**config.mk**
```make
export PLATFORM = sky130hd
export DESIGN_NAME = note_recorder
export DESIGN_NICKNAME = d
export VERILOG_FILES = /design/src/rtl/note_pkg.sv /design/src/rtl/note_word_pack.sv /design/src/rtl/note_recorder.sv
export SDC_FILE = /design/constraint.sdc
export NUM_CORES = 1
export LEC_CHECK = 0
export ABC_AREA = 1
export CAP_MARGIN = 20
export CORE_AREA = 4 4 78 66
export CTS_CLUSTER_DIAMETER = 80
export CTS_CLUSTER_SIZE = 8
export DETAILED_ROUTE_END_ITERATION = 7
export DIE_AREA = 0 0 82 70
export GPL_ROUTABILITY_DRIVEN = 0
export PLACE_DENSITY = 0.8
export REMOVE_ABC_BUFFERS = 1
export SKIP_CTS_REPAIR_TIMING = 1
export SLEW_MARGIN = 20
export SYNTH_ARGS = -nofsm -noshare
export SYNTH_HDL_FRONTEND = slang
export SYNTH_HIERARCHICAL = 1
export SYNTH_SLANG_ARGS = --single-unit
```
**constraint.sdc**
```tcl
create_clock -name i_clk -period 5.56 [get_ports i_clk]
set_input_delay 0.834 -clock i_clk [delete_from_list [all_inputs] [get_ports i_clk]]
set_output_delay 0.834 -clock i_clk [all_outputs]
set_load 0.005 [all_outputs]
```
**src/rtl/note_pkg.sv**
```systemverilog
// Purpose: shared note word field layout and recorder state encoding (also imported by the sequencer).
// Latency: n/a (constants and types only).
// Backpressure: n/a.
package note_pkg;

    // Packed note word layout: [5:0] note, [10:6] len, [14:11] instrument, [15] reserved 0.
    localparam int NOTE_LSB = 0;
    localparam int NOTE_W   = 6;
    localparam int LEN_LSB  = 6;
    localparam int LEN_W    = 5;
    localparam int INST_LSB = 11;
    localparam int INST_W   = 4;
    localparam int WORD_W   = 16;
    localparam int ADDR_W   = 5;

    // Note code 0 means silence; a rest word is all zeros.
    localparam logic [NOTE_W-1:0] NOTE_REST = '0;
    // Largest length field; a word plays for len+1 strobes, so 32 strobes max.
    localparam logic [LEN_W-1:0]  LEN_MAX   = 5'd31;

    typedef enum logic [2:0] {
        ST_IDLE   = 3'd0,
        ST_ARMED  = 3'd1,
        ST_RECORD = 3'd2,
        ST_PAD    = 3'd3,
        ST_DONE   = 3'd4
    } rec_state_t;

endpackage

```
**src/rtl/note_word_pack.sv**
```systemverilog
// Purpose: pack {note, len, instrument} into one 16-bit pattern word.
// Latency: combinational.
// Backpressure: none.
module note_word_pack
    import note_pkg::*;
(
    input  logic [NOTE_W-1:0] i_note,
    input  logic [LEN_W-1:0]  i_len,
    input  logic [INST_W-1:0] i_instrument,
    output logic [WORD_W-1:0] o_word
);

    // Place each field at its fixed offset; the top bit stays zero.
    always_comb begin
        o_word                        = '0;
        o_word[NOTE_LSB +: NOTE_W]    = i_note;
        o_word[LEN_LSB  +: LEN_W]     = i_len;
        o_word[INST_LSB +: INST_W]    = i_instrument;
    end

endmodule

```
**src/rtl/note_recorder.sv**
```systemverilog
// Purpose: record live note/instrument runs into pattern RAM words at addresses 0..LENGTH (optional NOTE_RECORDER_PAD_EN pads with rests after an early stop).
// Latency: write strobe is registered, one clock after the triggering note strobe or stop.
// Backpressure: none; at most one write per clock, strobes must be at least 2 clocks apart.
module note_recorder
    import note_pkg::*;
#(
    parameter int LENGTH = 15
) (
    input  logic                i_clk,
    input  logic                i_rst,
    input  logic                i_note_stb,
    input  logic                i_arm,
    input  logic                i_stop,
    input  logic [NOTE_W-1:0]   i_note,
    input  logic [INST_W-1:0]   i_instrument,
    output logic                o_wr_en,
    output logic [ADDR_W-1:0]   o_wr_addr,
    output logic [WORD_W-1:0]   o_wr_data,
    output logic                o_recording,
    output logic                o_done
);

    localparam logic [ADDR_W-1:0] LAST_ADDR = ADDR_W'(LENGTH);

    rec_state_t          r_state;
    logic [ADDR_W-1:0]   r_addr;
    logic [NOTE_W-1:0]   r_cap_note;
    logic [INST_W-1:0]   r_cap_inst;
    logic [LEN_W-1:0]    r_count;
    logic                r_wr_en;
    logic [ADDR_W-1:0]   r_wr_addr;
    logic [WORD_W-1:0]   r_wr_data;
    logic                r_recording;
    logic                r_done;

    rec_state_t          w_state_nxt;
    logic [ADDR_W-1:0]   w_addr_nxt;
    logic [NOTE_W-1:0]   w_cap_note_nxt;
    logic [INST_W-1:0]   w_cap_inst_nxt;
    logic [LEN_W-1:0]    w_count_nxt;
    logic                w_wr_en_nxt;
    logic [ADDR_W-1:0]   w_wr_addr_nxt;
    logic [WORD_W-1:0]   w_wr_data_nxt;
    logic                w_recording_nxt;
    logic                w_done_nxt;

    logic [WORD_W-1:0]   w_cap_word;
    logic                w_live_eq;
    logic                w_at_last;

    // Word for the note currently being held, with its running length.
    note_word_pack u_pack (
        .i_note       (r_cap_note),
        .i_len        (r_count),
        .i_instrument (r_cap_inst),
        .o_word       (w_cap_word)
    );

    assign w_live_eq = (i_note == r_cap_note) && (i_instrument == r_cap_inst);
    assign w_at_last = (r_addr == LAST_ADDR);

    // Next-state, datapath and output decode; stop outranks a coincident strobe.
    always_comb begin
        w_state_nxt    = r_state;
        w_addr_nxt     = r_addr;
        w_cap_note_nxt = r_cap_note;
        w_cap_inst_nxt = r_cap_inst;
        w_count_nxt    = r_count;
        w_wr_en_nxt    = 1'b0;
        w_wr_addr_nxt  = r_wr_addr;
        w_wr_data_nxt  = r_wr_data;

        case (r_state)
            ST_IDLE, ST_DONE: begin
                if (i_arm) begin
                    w_addr_nxt  = '0;
                    w_state_nxt = ST_ARMED;
                end
            end

            ST_ARMED: begin
                if (i_stop) begin
                    w_state_nxt = ST_DONE;
                end else if (i_note_stb) begin
                    w_cap_note_nxt = i_note;
                    w_cap_inst_nxt = i_instrument;
                    w_count_nxt    = '0;
                    w_state_nxt    = ST_RECORD;
                end
            end

            ST_RECORD: begin
                if (i_stop) begin
                    // Flush the partial run; the strobe in this cycle is dropped.
                    w_wr_en_nxt   = 1'b1;
                    w_wr_addr_nxt = r_addr;
                    w_wr_data_nxt = w_cap_word;
                    if (w_at_last) begin
                        w_state_nxt = ST_DONE;
                    end else begin
                        w_addr_nxt = r_addr + 1'b1;
`ifdef NOTE_RECORDER_PAD_EN
                        w_state_nxt = ST_PAD;
`else
                        w_state_nxt = ST_DONE;
`endif
                    end
                end else if (i_note_stb) begin
                    if (w_live_eq && (r_count != LEN_MAX)) begin
                        w_count_nxt = r_count + 1'b1;
                    end else begin
                        // Note changed, or a held note filled a 32-strobe word.
                        w_wr_en_nxt   = 1'b1;
                        w_wr_addr_nxt = r_addr;
                        w_wr_data_nxt = w_cap_word;
                        if (w_at_last) begin
                            w_state_nxt = ST_DONE;
                        end else begin
                            w_addr_nxt     = r_addr + 1'b1;
                            w_cap_note_nxt = i_note;
                            w_cap_inst_nxt = i_instrument;
                            w_count_nxt    = '0;
                        end
                    end
                end
            end

`ifdef NOTE_RECORDER_PAD_EN
            ST_PAD: begin
                // One rest word per clock until the last address is filled.
                w_wr_en_nxt   = 1'b1;
                w_wr_addr_nxt = r_addr;
                w_wr_data_nxt = '0;
                if (w_at_last) begin
                    w_state_nxt = ST_DONE;
                end else begin
                    w_addr_nxt = r_addr + 1'b1;
                end
            end
`endif

            default: begin
                w_state_nxt = ST_IDLE;
            end
        endcase

        w_recording_nxt = (w_state_nxt == ST_ARMED) || (w_state_nxt == ST_RECORD) ||
                          (w_state_nxt == ST_PAD);
        // Done trails entry into DONE by a clock, so it rises after the final write.
        w_done_nxt      = (r_state == ST_DONE) && !i_arm;
    end

    // State and output registers with synchronous reset.
    always_ff @(posedge i_clk) begin
        if (i_rst) begin
            r_state     <= ST_IDLE;
            r_addr      <= '0;
            r_cap_note  <= NOTE_REST;
            r_cap_inst  <= '0;
            r_count     <= '0;
            r_wr_en     <= 1'b0;
            r_wr_addr   <= '0;
            r_wr_data   <= '0;
            r_recording <= 1'b0;
            r_done      <= 1'b0;
        end else begin
            r_state     <= w_state_nxt;
            r_addr      <= w_addr_nxt;
            r_cap_note  <= w_cap_note_nxt;
            r_cap_inst  <= w_cap_inst_nxt;
            r_count     <= w_count_nxt;
            r_wr_en     <= w_wr_en_nxt;
            r_wr_addr   <= w_wr_addr_nxt;
            r_wr_data   <= w_wr_data_nxt;
            r_recording <= w_recording_nxt;
            r_done      <= w_done_nxt;
        end
    end

    assign o_wr_en     = r_wr_en;
    assign o_wr_addr   = r_wr_addr;
    assign o_wr_data   = r_wr_data;
    assign o_recording = r_recording;
    assign o_done      = r_done;

endmodule
```
==> flow_metrics.py, run 1 <==
metrics = {
    "finish": {
        "syn_to_final_growth_pct": 15.9,
        "mostFrequentLayoutCells": "nand2_1 (74), dfxtp_1 (47), a21oi_1 (39)",
        "layout.nets": 360,
        "layout_commonest_cell": "nand2_1",
        "fillers": 414,
        "final_layout_size_suffix_gt1_share_pct": 5.85,
        "num_antenna_cells": 0,
    },
    "floorplan": {
        "core_area_sq_um": 4400,
        "rows": 22,
        "ios": 39,
        "dieWidth_um": 82,
        "start_util_pct": 53.2,
        "dieArea_sq_um": 5740,
        "die_h_um": 70,
    },
    "yosys": {
        "async_reset_ff_share_pct": 0,
        "ys.flop_type": "dfxtp_1",
        "synth_fa_ha_area_share_pct": 2.14,
        "synth-edff-count": 0,
        "muxShareOfSynthArea_pct": 0,
        "yosys_warnings": 6,
        "synth_seq_area_share_pct": 40.2,
        "synth_compound_area_share_pct": 12.0,
        "synth-xor-area-share_pct": 1.87,
        "syn_area_sq_um": 2340,
        "synth-simple-area-share_pct": 29.7,
        "synth_top_family_by_area": "simple AND/OR/NAND/NOR gates",
        "synth.avg_cell_area_sq_um": 7.20,
        "ys_ff_latch": 47,
        "syn_inst": 325,
        "yosysUniqueCellTypes": 30,
    },
    "critical_path": {
        "slowest_delay_ns": 0.68,
        "cp_common_cell": "nor2_1",
        "critPathMaxFanout": 23,
        "critPathKind": "primary input to flip-flop",
        "path_cells": "clkdlybuf4s50_1 > nor2_1 > nor2_1 > nand4_1 > nor2_1 > nand3_1 > nand3_2 > nand2_1 > a21oi_1",
        "slowest_stage": "nand3_2",
        "crit_required_ns": 5.79,
        "endpoint_kind": "flip-flop",
        "cp-start-kind": "primary input",
        "cp.arrival_ns": 3.44,
    },
    "place": {
        "numPortBuffers": 38,
        "hpwl_um": 3320,
        "pre_cts_ws_ns": 1.98,
    },
    "timing": {
        "relSlewSlack_pct": 39.6,
        "tightest_slew_ns": 0.903,
        "finalSetupViolCount": 0,
        "fin_crit_sh_pct": 57.8,
        "period_minus_slack_ns": 3.21,
        "max_freq_ghz": 0.311,
        "fin_skew_ns": 0.00425,
        "maxSlewViolCount": 0,
        "final.setup.tns_ns": 0,
        "worst_slack_ns": 2.35,
        "finalHoldViolCount": 0,
        "grt_setup_unrepaired": "no",
    },
    "drt": {
        "vias": 2122,
        "first_pass_iters": 4,
        "wl_per_cell_um": 12.6,
        "routed_wl_um": 5050,
        "via_per_inst": 5.28,
        "drtIter0Drc": 100,
        "postRouteAntennaNets": 0,
        "drc": 0,
    },
    "clocking": {
        "clock_latency_ns": 0.30,
        "clockBufferDepth": 2,
        "clock_tree.root_cell": "clkbuf_8",
        "cts_tree": "yes",
        "clk_pin_slew_ns": 0.08,
        "cts_max_level": 2,
        "numCtsBuffers": 5,
        "cts.sinks": 47,
    },
    "global_routing": {
        "overflow": 0,
        "antenna_found_initial": 0,
        "grt_pass1_wl_um": 8690,
        "grt_max_degree": 32,
        "grt_pass1_vias": 1959,
        "grt_use_total_pct": 19.0,
    },
    "hold_path": {
        "hp-class": "flip-flop to flip-flop",
    },
    "power": {
        "ir_drop_uv": 127,
        "p_per_area_nw_per_um2": 233,
        "p_leak_uw": 0.00104,
        "report.power.total_uw": 633,
    },
    "flow_run": {
        "max_cap_violations": 0,
    },
    "outcome": {
        "status": "completed",
    },
}
==> layer usage <==
metal	vias up	GRT usage (%)	wire, um
met5	-	0	0
met2	60	28.2	2250
met1	964	26.0	2440
met3	13	4.12	247
li1	1085	-	-
met4	0	8.67	112
==> final timing paths <==
| path | startpoint | end | slack, ns | depth (start not counted) |
|---|---|---|---|---|
| setup reg to reg | r_count[0] | o_wr_data[12] | 2.50 | 10 |
| setup / recovery | i_instrument[3] | o_wr_data[12] | 2.35 | 9 |
| hold / removal | o_wr_addr[2] | o_wr_addr[2] | 0.46 | 2 |
| hold reg to reg | o_wr_addr[2] | o_wr_addr[2] | 0.46 | 2 |
==> synth_stat cells, types with 2 or more instances <==
cell	count	area share [%]
nand4_1	24	6.4
a21oi_1	39	8.3
inv_1	29	4.6
clkbuf_1	6	0.96
buf_4	18	5.8
xnor2_1	2	0.75
buf_2	5	1.1
nor3_1	6	1.3
ha_1	4	2.1
nand3_2	3	1.3
nor2_1	25	4.0
nor2_2	2	0.53
o21ai_0	8	1.7
o21ai_1	2	0.43
nand2_1	74	12
inv_2	4	0.64
dfxtp_1	47	40
nand3_1	13	2.8
xor2_1	3	1.1
==> sequential cells by signal (all words and copies together), names as in the netlist <==
signal / cells
o_wr_data: 16
r_cap_note: 6
o_wr_addr: 5
r_addr: 5
r_count: 5
r_cap_inst: 4
r_state: 3
o_done: 1
o_recording: 1
o_wr_en: 1
==> through the flow <==
stage | utilization [%] | hold slack (ns) | area, sq um | cells
final | 61.6 | 0.462 | 2710 | 402
after global routing | 61.6 | 0.487 | 2710 | 402
after CTS | 61.6 | 0.466 | 2710 | 402
after detailed placement | 59.3 | 0.453 | 2610 | 394
after global placement | 59.3 | 0.449 | 2610 | 394
after floorplan | - | 0.449 | 2140 | 294
==> final cells by class <==
| type | count | area [sq um] | share of cell area (%) |
|---|---|---|---|
| clock buffers | 8 | 100 | 3.69 |
| inverters | 34 | 128 | 4.70 |
| multi-input cells | 213 | 1070 | 39.6 |
| flip-flops and latches | 47 | 941 | 34.7 |
| well taps | 60 | 75.1 | 2.77 |
| repair buffers | 40 | 395 | 14.6 |
==> report_power, final <==
part,internal [uW],switching (uW),leakage (uW)
sequential,343,5.49,0.000380
combinational,24.8,38.4,0.000605
clock,114,109,0.0000515
total,481,152,0.00104
==> kinds of logic (layout without fill, tap and decap cells) <==
kind of cell               after synthesis  count (layout)
xor gates and xnor gates                 5               5
buffers and inverters                   65              82
and+or+nand+nor                        151             151
adders and majority gates                4               4
other                                    1               1
AOI/OAI and AO/OA                       52              52
DFF                                     47              47
==> critical path: cells and delay by family <==
family	cells	cell delay [ns]
AOI/OAI and AO/OA	1	0.15
buffers and inverters	1	0.52
and+or+nand+nor	7	1.92
No activity file was read; power rests on OpenSTA's default activity.
==> inputs of run 2 (changes only) <==
--- a/config.mk
+++ b/config.mk
@@ -7,13 +7,13 @@
 export LEC_CHECK = 0
 export ABC_AREA = 1
 export CAP_MARGIN = 20
-export CORE_AREA = 4 4 78 66
+export CORE_AREA = 4 4 80 67
 export CTS_CLUSTER_DIAMETER = 80
 export CTS_CLUSTER_SIZE = 8
 export DETAILED_ROUTE_END_ITERATION = 7
-export DIE_AREA = 0 0 82 70
+export DIE_AREA = 0 0 84 71
 export GPL_ROUTABILITY_DRIVEN = 0
-export PLACE_DENSITY = 0.8
+export PLACE_DENSITY = 0.77
 export REMOVE_ABC_BUFFERS = 1
 export SKIP_CTS_REPAIR_TIMING = 1
 export SLEW_MARGIN = 20
==> constraint.sdc (replaced) <==
create_clock -name i_clk -period 3.3 [get_ports i_clk]
set_input_delay 0.495 -clock i_clk [delete_from_list [all_inputs] [get_ports i_clk]]
set_output_delay 0.495 -clock i_clk [all_outputs]
set_load 0.005 [all_outputs]
==> run 2 against run 1 <==
Compared with the run above: first-iteration DRC count grew 50%; hold slack better by 0.0020 ns; clock skew increased by 0.0017 ns; non-clock buffer count is 2 higher; global-route usage shrank 1.6 points; setup slack worse by 1.4 ns; routed wire length increased by 0.34%; final area rose by 0.55%; utilization down 1.2 points; critical path depth rose by 1; register-to-register slack got worse by 1.5 ns; combinational power is 69% higher; critical endpoint is now r_count[1].
==> flow_metrics.py, run 2 (synthesized netlist as in run 1, its figures left out) <==
metrics = {
    "floorplan": {
        "dieWidth_um": 84,
        "core_area_sq_um": 4510,
        "die_h_um": 71,
        "rows": 22,
        "start_util_pct": 51.9,
        "ios": 39,
        "dieArea_sq_um": 5960,
    },
    "global_routing": {
        "overflow": 0,
        "grt_pass1_wl_um": 8550,
        "grt_max_degree": 30,
        "grt_use_total_pct": 17.4,
        "grt_pass1_vias": 1864,
        "antenna_found_initial": 0,
    },
    "finish": {
        "multi_input_area_sq_um": 1070,
        "fillers": 426,
        "finalInstanceArea_sq_um": 2730,
        "largest_register_ffs": 16,
        "final_layout_size_suffix_gt1_share_pct": 6.40,
        "syn_to_final_growth_pct": 16.6,
        "area.sequential_sq_um": 941,
        "layout_commonest_cell": "nand2_1",
        "mostFrequentLayoutCells": "nand2_1 (74), dfxtp_1 (47), a21oi_1 (39)",
        "num_antenna_cells": 0,
        "layout.nets": 362,
    },
    "clocking": {
        "cts.sinks": 47,
        "clockBufferDepth": 2,
        "numCtsBuffers": 5,
        "clk_pin_slew_ns": 0.08,
        "cts_tree": "yes",
        "clock_latency_ns": 0.29,
        "cts_max_level": 2,
        "clock_tree.root_cell": "clkbuf_8",
    },
    "flow_run": {
        "max_cap_violations": 0,
    },
    "timing": {
        "period_minus_slack_ns": 2.31,
        "max_freq_ghz": 0.432,
        "hold_slack_ns": 0.464,
        "maxSlewViolCount": 0,
        "grt_setup_unrepaired": "no",
        "fin_crit_sh_pct": 70.2,
        "relSlewSlack_pct": 63.2,
        "finalSetupViolCount": 0,
        "tightest_slew_ns": 0.550,
        "finalHoldViolCount": 0,
        "fin_skew_ns": 0.00597,
        "final.setup.tns_ns": 0,
    },
    "drt": {
        "wl_met1_um": 2560,
        "top_layer": "met4",
        "wl_met2_um": 2270,
        "routed_wl_um": 5070,
        "postRouteAntennaNets": 0,
        "drtIter0Drc": 150,
        "vias": 2067,
        "drc": 0,
        "via_per_inst": 5.12,
        "wl_per_cell_um": 12.5,
        "met3_length_um": 195,
        "first_pass_iters": 4,
    },
    "power": {
        "p_leak_uw": 0.00105,
        "p_per_area_nw_per_um2": 390,
        "ir_drop_uv": 234,
    },
    "critical_path": {
        "reg2reg_from": "r_count[0]",
        "cp-start-kind": "flip-flop",
        "rr_worst_depth": 10,
        "path_cells": "ha_1 > and3_1 > ha_1 > nor2_1 > nand4_1 > nor2_1 > nand3_1 > nand2_1 > nand2_1 > nor3_1",
        "endpoint_kind": "flip-flop",
        "slowest_stage": "nand2_1",
        "timing.rr.end": "r_count[1]",
        "slowest_delay_ns": 0.43,
        "ff2ff_setup_slack_ns": 0.99,
        "critPathMaxFanout": 20,
        "cp.arrival_ns": 2.52,
        "critPathKind": "flip-flop to flip-flop",
        "crit_required_ns": 3.51,
    },
    "outcome": {
        "status": "completed",
    },
    "hold_path": {
        "hold_path_end": "o_wr_addr[2]",
        "holdCritStartpoint": "o_wr_addr[2]",
        "hp-class": "flip-flop to flip-flop",
        "whs_path_depth": 2,
    },
    "place": {
        "dpl-instance-area_sq_um": 2630,
        "numPortBuffers": 38,
        "hpwl_um": 3440,
    },
}
==> run 2: metal layers <==
layer / up-vias / track usage (%)
met5: - / 0
met4: 0 / 5.36
met3: 4 / 3.96
met2: 39 / 26.7
met1: 944 / 24.5
li1: 1080 / -
==> run 2: power by group <==
group	leakage (uW)	switching (uW)	internal, uW	total (uW)
Clock	0.0000515	181	191	372
Sequential	0.000380	9.21	577	586
Combinational	0.000614	63.9	42.6	107
==> run 2: how the worst max path moves through the flow <==
stage	start	end	slack [ns]	cells past startpoint
4_1_cts	r_count[0]	r_count[1]	0.95	10
2_1_floorplan	r_count[0]	o_wr_addr[0]	0.97	10
3_3_place_gp	i_instrument[0]	r_count[4]	0.97	9
6_report	r_count[0]	r_count[1]	0.99	10
5_1_grt	r_count[0]	r_count[1]	0.75	10
3_5_place_dp	i_instrument[3]	r_count[1]	0.86	9
==> run 2: worst max-delay path, delay by kind of cell, from the launching register on <==
family                   cells  cell delay [ns]
adder cells (fa/ha/maj)      2             0.40
flip-flops                   1             0.35
AND/OR/NAND/NOR              8             1.49
==> run 2: stage by stage <==
stage | worst slack, ns | power [uW] | std cells | utilization, %
2_1_floorplan | 0.967 | 658 | 294 | -
3_3_place_gp | 0.968 | 703 | 396 | 58.2
3_5_place_dp | 0.863 | 706 | 396 | 58.2
4_1_cts | 0.951 | 1080 | 404 | 60.4
5_1_grt | 0.753 | 1120 | 404 | 60.4
6_report | 0.985 | 1070 | 404 | 60.4
==> run 2: area by class of cell <==
class / instances / area share [%]
multi-input combinational: 213 / 39.4
sequential: 47 / 34.5
timing repair buffer: 42 / 15.0
inverter: 34 / 4.68
clock buffer: 8 / 3.67
tap: 60 / 2.75
